`src/rtl/fc_weight_fetch_ctrl.sv`:
```
// Job sequencer for the two-bank SE-block FC weight memory: streams loader writes or
// datapath reads, drives the memory strobes and mirrors the memory's bank select.
module fc_weight_fetch_ctrl #(
    parameter int H1 = 32768,
    parameter int H2 = 1256,
    parameter int AW = 16
) (
    input  logic          clk,
    input  logic          rst,
    input  logic          start,
    input  logic          mode,
    input  logic [AW-1:0] base,
    input  logic [AW-1:0] count,
    input  logic          wr_valid,
    output logic          wr_ready,
    input  logic          rd_ready,
    output logic          out_valid,
    output logic          out_last,
    output logic [14:0]   mem_index,
    output logic          mem_en,
    output logic          mem_rd,
    output logic          mem_wr,
    output logic          bank,
    output logic          busy,
    output logic          done,
    output logic          err
);

    typedef enum logic [2:0] {
        S_IDLE,
        S_FLIP,
        S_RUN,
        S_DRAIN,
        S_DONE
    } state_t;

    localparam logic [AW:0] TOTAL_ROWS = (AW+1)'(H1 + H2);

    state_t        state_q, state_d;
    logic          mode_q, mode_d;
    logic [AW-1:0] addr_q, addr_d;
    logic [AW-1:0] remain_q, remain_d;
    logic          bank_q, bank_d;
    logic          err_q, err_d;
    logic          out_valid_q, out_last_q;

    logic          issue;
    logic          reject;
    logic          target_bank;
    logic [AW:0]   end_row;
    logic [14:0]   local_addr;
    logic [14:0]   last_local;
    logic          at_last;

    // Job legality is judged one bit wider so base + count cannot wrap.
    assign end_row     = {1'b0, base} + {1'b0, count};
    assign reject      = (count == '0) || (end_row > TOTAL_ROWS);
    assign target_bank = (base >= AW'(H1));
    assign local_addr  = 15'(addr_q - (bank_q ? AW'(H1) : AW'(0)));
    assign last_local  = bank_q ? 15'(H2 - 1) : 15'(H1 - 1);
    assign at_last     = (local_addr == last_local);

    always_comb begin
        // NOTE: every signal assigned here gets a default first, so no path leaves one
        // unassigned and no latch is inferred.
        state_d   = state_q;
        mode_d    = mode_q;
        addr_d    = addr_q;
        remain_d  = remain_q;
        bank_d    = bank_q;
        err_d     = 1'b0;
        issue     = 1'b0;
        wr_ready  = 1'b0;
        mem_index = '0;

        case (state_q)
            S_IDLE: begin
                if (start) begin
                    if (reject) begin
                        err_d = 1'b1;
                    end else begin
                        mode_d   = mode;
                        addr_d   = base;
                        remain_d = count;
                        state_d  = (target_bank != bank_q) ? S_FLIP : S_RUN;
                    end
                end
            end
            S_FLIP: begin
                // Presenting the active bank's last index makes the memory flip its bank.
                mem_index = last_local;
                bank_d    = ~bank_q;
                state_d   = S_RUN;
            end
            S_RUN: begin
                wr_ready = mode_q;
                issue    = mode_q ? wr_valid : rd_ready;
                // A stalled cycle parked on the bank's last index would flip the memory.
                mem_index = (issue || !at_last) ? local_addr : '0;
                if (issue) begin
                    addr_d   = addr_q + 1'b1;
                    remain_d = remain_q - 1'b1;
                    if (at_last) begin
                        bank_d = ~bank_q;
                    end
                    if (remain_q == AW'(1)) begin
                        state_d = mode_q ? S_DONE : S_DRAIN;
                    end
                end
            end
            S_DRAIN: state_d = S_DONE;
            S_DONE:  state_d = S_IDLE;
            default: state_d = S_IDLE;
        endcase
    end

    always_ff @(posedge clk) begin
        // NOTE: state registers use non-blocking assignments so every flop samples the
        // pre-edge values regardless of statement order.
        if (rst) begin
            state_q     <= S_IDLE;
            mode_q      <= 1'b0;
            addr_q      <= '0;
            remain_q    <= '0;
            bank_q      <= 1'b0;
            err_q       <= 1'b0;
            out_valid_q <= 1'b0;
            out_last_q  <= 1'b0;
        end else begin
            state_q     <= state_d;
            mode_q      <= mode_d;
            addr_q      <= addr_d;
            remain_q    <= remain_d;
            bank_q      <= bank_d;
            err_q       <= err_d;
            out_valid_q <= issue & ~mode_q;
            out_last_q  <= issue & ~mode_q & (remain_q == AW'(1));
        end
    end

    assign mem_en    = issue;
    assign mem_rd    = issue & ~mode_q;
    assign mem_wr    = issue & mode_q;
    assign out_valid = out_valid_q;
    assign out_last  = out_last_q;
    assign bank      = bank_q;
    assign busy      = (state_q != S_IDLE);
    assign done      = (state_q == S_DONE);
    assign err       = err_q;

endmodule

```
`config.mk`:
```
export PLATFORM = sky130hd
export DESIGN_NAME = fc_weight_fetch_ctrl
export DESIGN_NICKNAME = d
export VERILOG_FILES = /design/src/rtl/fc_weight_fetch_ctrl.sv
export SDC_FILE = /design/constraint.sdc
export NUM_CORES = 1
export LEC_CHECK = 0
export CORE_MARGIN = 10
export CORE_UTILIZATION = 58
export DETAILED_ROUTE_END_ITERATION = 10
export PLACE_DENSITY_LB_ADDON = 0.08
export SKIP_LAST_GASP = 1
export SYNTH_ARGS = -nofsm -noshare
export SYNTH_HDL_FRONTEND = slang
export SYNTH_SLANG_ARGS = --single-unit
```
`constraint.sdc`:
```
create_clock -name clk -period 9.2 [get_ports clk]
set_input_delay 1.38 -clock clk [delete_from_list [all_inputs] [get_ports clk]]
set_output_delay 1.38 -clock clk [all_outputs]
set_load 0.02 [all_outputs]
```
# Word level (Yosys, flattened, before mapping)
# Index checks and enable logic that the tools add are counted.
# word_totals
out_inout_bits,25
reg_bits,40
word_cells,72
in_bits,38
# op_classes
magnitude_cmp,2
bitwise,8
n_reduce_logical,13
eq_ne,12
addsub,4
n_mux,25
# ops
cell,n
$mux W16,6
$pmux W16 S2,2
$mux W15,2
$pmux W15 S2,1
$add A16 B16 Y17,1
$gt A17 B16 Y1 const B,1
$add A16 B1 Y16 const B,1
$eq A16 B1 Y1 const B,1
$ge A16 B16 Y1 const B,1
$logic_not A16 Y1,1
$sub A16 B1 Y16 const B,1
$eq A15 B15 Y1,1
$mux W3,5
$sub A15 B15 Y15 const B,1
$pmux W3 S4,1
$ne A2 B2 Y1 const B,5
$reduce_and A4 Y1,2
$eq A3 B2 Y1 const B,2
$mux W1,6
$reduce_and A3 Y1,2
$not A1 Y1,5
$reduce_bool A2 Y1,2
$and A1 B1 Y1,3
$eq A3 B1 Y1 const B,1
9 further kinds,10

# Logic depth before layout (Yosys ltp)
# depth
ltp_word,6
ltp_mapped,12
ltp_nobuf,10

# Least setup slack after synthesis
# No wires, ideal clock.
# synth_timing
path_kind,input -> register
start,in base[0]
end,reg addr_q[10]
arrival_time_ns,4.402
setup_time_ns,0.089
slack_ns,4.710
path_stages,12
n_path_buf,2
t_required_ns,9.111
path_cell_list,ha_1 -> fa_1 -> a21o_1 -> a221oi_2 -> nor3b_1 -> or3_4 -> a2111oi_4 -> a31oi_4 -> o31a_1 -> buf_6 -> buf_8 -> o32ai_2
# synth_via
elab_chain_len,5
# synth_lines
element,line_no,rtl
"start, declared",12,"input logic [AW-1:0] base,"
$add A16 B16 Y17,56,"assign end_row = {1'b0, base} + {1'b0, count};"
$gt A17 B16 Y1,57,assign reject = (count == '0) || (end_row > TOTAL_ROWS);
$logic_or A1 B1 Y1,57,
$ne A2 B2 Y1 (no source line),--,
$reduce_and A4 Y1 (no source line),--,
"end signal, assigned",132,addr_q <= addr_d;
"end, declared",41,"logic [AW-1:0] addr_q, addr_d;"
# Every way passes these cells.
# A chain may end at the register's enable or synchronous reset.

# Final worst setup path
# layout_timing
start,in wr_valid
end,out mem_en
# layout_via
elab_chain_len,2
# layout_lines
element,line_no,rtl
"start, declared",14,"input logic wr_valid,"
$mux W1,97,issue = mode_q ? wr_valid : rd_ready;
$mux W1,76,case (state_q)
"end, declared",20,"output logic mem_en,"
# Every way passes these cells.

==> flow_summary.ini <==
[outcome]
outcome = completed

[power]
p_leak_uw = 0.001610
clkPwrFrac_pct = 18.3
power_frac_comb_pct = 47.6
power.switching_uw = 270.7
p_sw_share_pct = 42.25
max-vdd-ir-drop_mv = 0.1001
power.density_nw_per_um2 = 152.7
power.share.sequential_pct = 34.1
p_int_uw = 370.0

[critical_path]
critPathBufInv = 3
crit_slowest_cell = clkdlybuf4s50_1
end_kind = output port
arrival_ps = 4050
worst_ep_required_time_ps = 7820
critPathMaxStageDelay_ps = 660
cp_max_fo = 19
startpoint_type = primary input
worst_path_most_repeated_cell = clkdlybuf4s50_1
critical_path_class = primary input to output port
cp_top_family = buffers and inverters
path_cells = clkdlybuf4s50_1, mux2i_1, or3_1, clkinv_1, clkdlybuf4s50_1

[timing]
hold_viol_final = 0
rsz0062_at_grt = no
relSlewSlack_pct = 25.96
maxClockFrequency_mhz = 184.2
setup_violations = 0
drv_slew = 0
fin_tns_setup_ps = 0
fin_crit_ps = 5428
fin_skew_ps = 10.10
worstMarginPinSlew_ps = 1108
min_period_over_period_pct = 59.00

[floorplan]
io_pins = 63
placementRows = 28
die_h_um = 97.82
initial_core_util_pct = 59.67
die_w_um = 97.82
core_area_um2 = 5886
die_area_um2 = 9568

[placed_design]
dpl.hpwl_um = 7977
finalWeightedCongestion = 0.9014
dp_cells = 550
port_buffers = 62

[clock_network]
clk_latency_ps = 300
cts_buffers = 5
post_cts_buffers = 0
ctsResizeCount = 0
clock_sinks = 39
clockBufferDepth = 2
ctsHtreeMaxLevel = 2
hold_buffers = 0
clk_pin_slew_worst_paths_ps = 70
cts_root_buf = clkbuf_8
cts_tree = done

[layout]
area_growth_pct = 19.45
drive_gt1_share_pct = 9.317
fin_util_pct = 71.28
antenna_cells = 0
fill_cells = 501
final_nets = 540
fin_cells = 558

[yosys]
synth_nets = 495
synth_top_family_by_area = compound AO/OA/AOI/OAI gates
synth_async_sr_flop_share_pct = 0
ys_top_cells_by_area = dfxtp_1 22%, o32ai_2 6.9%, ha_1 6.8%
muxShareOfSynthArea_pct = 2.886
synth_flop_cell = dfxtp_1
syn_avg_cell_area_um2 = 8.037
synthSimpleGateAreaFrac_pct = 24.26
syn_area_um2 = 3512
ys_types = 73
yosysSeqAreaShare_pct = 22.23
yosysTopAreaCellShare_pct = 22.23
synth-edff-count = 0
yosys_warnings = 0
postSynthCellCount = 437
yosys_register_bits = 39
synth.largest_area_cell = dfxtp_1
synth_compound_area_share_pct = 36.20
yosys.area_share.adder_pct = 7.339
synth_xor_xnor_area_share_pct = 1.746

[drt]
drtPass1Iterations = 7
viasPerCell = 6.769
drc = 0
vias = 3777
ant_nets = 0
dr.first_iter.drc_count = 363
routed_wl_um = 10660
wl_per_cell_um = 19.10

[grt]
grt.total_usage_pct = 20.77
grt_max_degree = 31
antenna_found_initial = 0
grt_pass1_vias = 3419
grt_pass1_wl_um = 17170
overflow = 0

[hold_path]
hold_class = register to register

[flow_run]
maxCapViolCount = 0
-- layer usage --
metal	vias to the layer above	wire, µm	share of wire [%]	global-route usage, %
li1	1799	-	-	-
met4	0	441	4.1	9.508
met5	-	0	0	0
met1	1765	4690	44	26.64
met3	36	643	6.0	3.665
met2	177	4883	46	33.06
-- synthesized netlist by cell type, types with 4 or more instances --
cell,number
a21o_1,22
a21oi_1,35
and3_1,6
clkbuf_1,18
dfxtp_1,39
ha_1,19
inv_1,12
mux2i_1,9
nand2_1,36
nand2b_1,5
nand3_1,11
nand4_1,8
nor2_1,32
nor3_1,21
nor3b_1,8
nor4_1,11
o21ai_0,21
o22ai_1,6
o31ai_1,5
o32ai_1,8
o32ai_2,15
o41ai_1,6
or3_1,9
xnor2_1,4
-- worst register-to-register path, delay by kind of cell, from the launching register on --
kind	cells	cell delay, ps
buffers and inverters	2	1030
AOI/OAI and AO/OA	2	310
and+or+nand+nor	2	1020
DFF	1	920
-- power groups by stage --
stage | Combinational [µW] | Clock [µW] | Sequential [µW]
floorplan | 222 | 0 | 211
global placement | 295 | 0 | 220
detailed placement | 299 | 0 | 221
CTS | 301 | 119 | 217
global route | 332 | 125 | 221
finish | 305 | 117 | 219
-- logic make-up after synthesis --
kind of cell / count (synthesis)
adders and majority gates: 20
AOI/OAI and AO/OA: 157
and+or+nand+nor: 164
muxes: 10
buffers and inverters: 40
xor gates and xnor gates: 7
DFF: 39
-- worst paths after layout --
kind | start | slack, ps | end | cells past startpoint
max | wr_valid | 3770 | mem_en | 5
min | remain_q[12]$_SDFFE_PP0P_ | 490 | remain_q[12]$_SDFFE_PP0P_ | 2
max reg2reg | state_q[1]$_SDFFE_PP0P_ | 5770 | addr_q[14]$_SDFFE_PP0P_ | 6
min reg2reg | remain_q[12]$_SDFFE_PP0P_ | 490 | remain_q[12]$_SDFFE_PP0P_ | 2
-- registers in the layout, indices dropped and copies added, names as in the netlist --
signal	cells
bank	1
out_last	1
state_q	3
err	1
mode_q	1
addr_q	15
out_valid	1
remain_q	16
-- stage by stage --
step / setup WS, ps / cell area, µm² / hold WS (ps) / power [µW]
finish: 3772 / 4195 / 494.0 / 640.7
detailed placement: 3812 / 4110 / 478.3 / 520.5
global route: 3541 / 4195 / 518.3 / 679.3
CTS: 3787 / 4195 / 487.7 / 637.6
floorplan: 4710 / 3512 / 451.3 / 432.9
global placement: 3864 / 4110 / 464.6 / 514.9
-- area by class of cell --
type,instances,area (µm²),share of cell area (%)
Sequential cell,39,780.7,18.61
Inverter,13,48.80,1.163
Clock buffer,6,72.57,1.730
Multi-Input combinational cell,358,2544,60.63
Clock inverter,2,12.51,0.2982
Timing Repair Buffer,65,643.1,15.33
Tap cell,75,93.84,2.237
-- placed cells by master (no fill, tap or decap), types with 8 or more instances in the layout --
master	count
o32ai_2	15
nor3_1	21
nand3_1	11
dfxtp_1	39
inv_1	12
clkdlybuf4s50_1	62
nand4_1	8
a21oi_1	35
nor2_1	32
nor4_1	11
o21ai_0	21
a21o_1	22
o32ai_1	8
nand2_1	36
or3_1	9
mux2i_1	9
ha_1	19
nor3b_1	8
(Power assumes the default switching activity.)
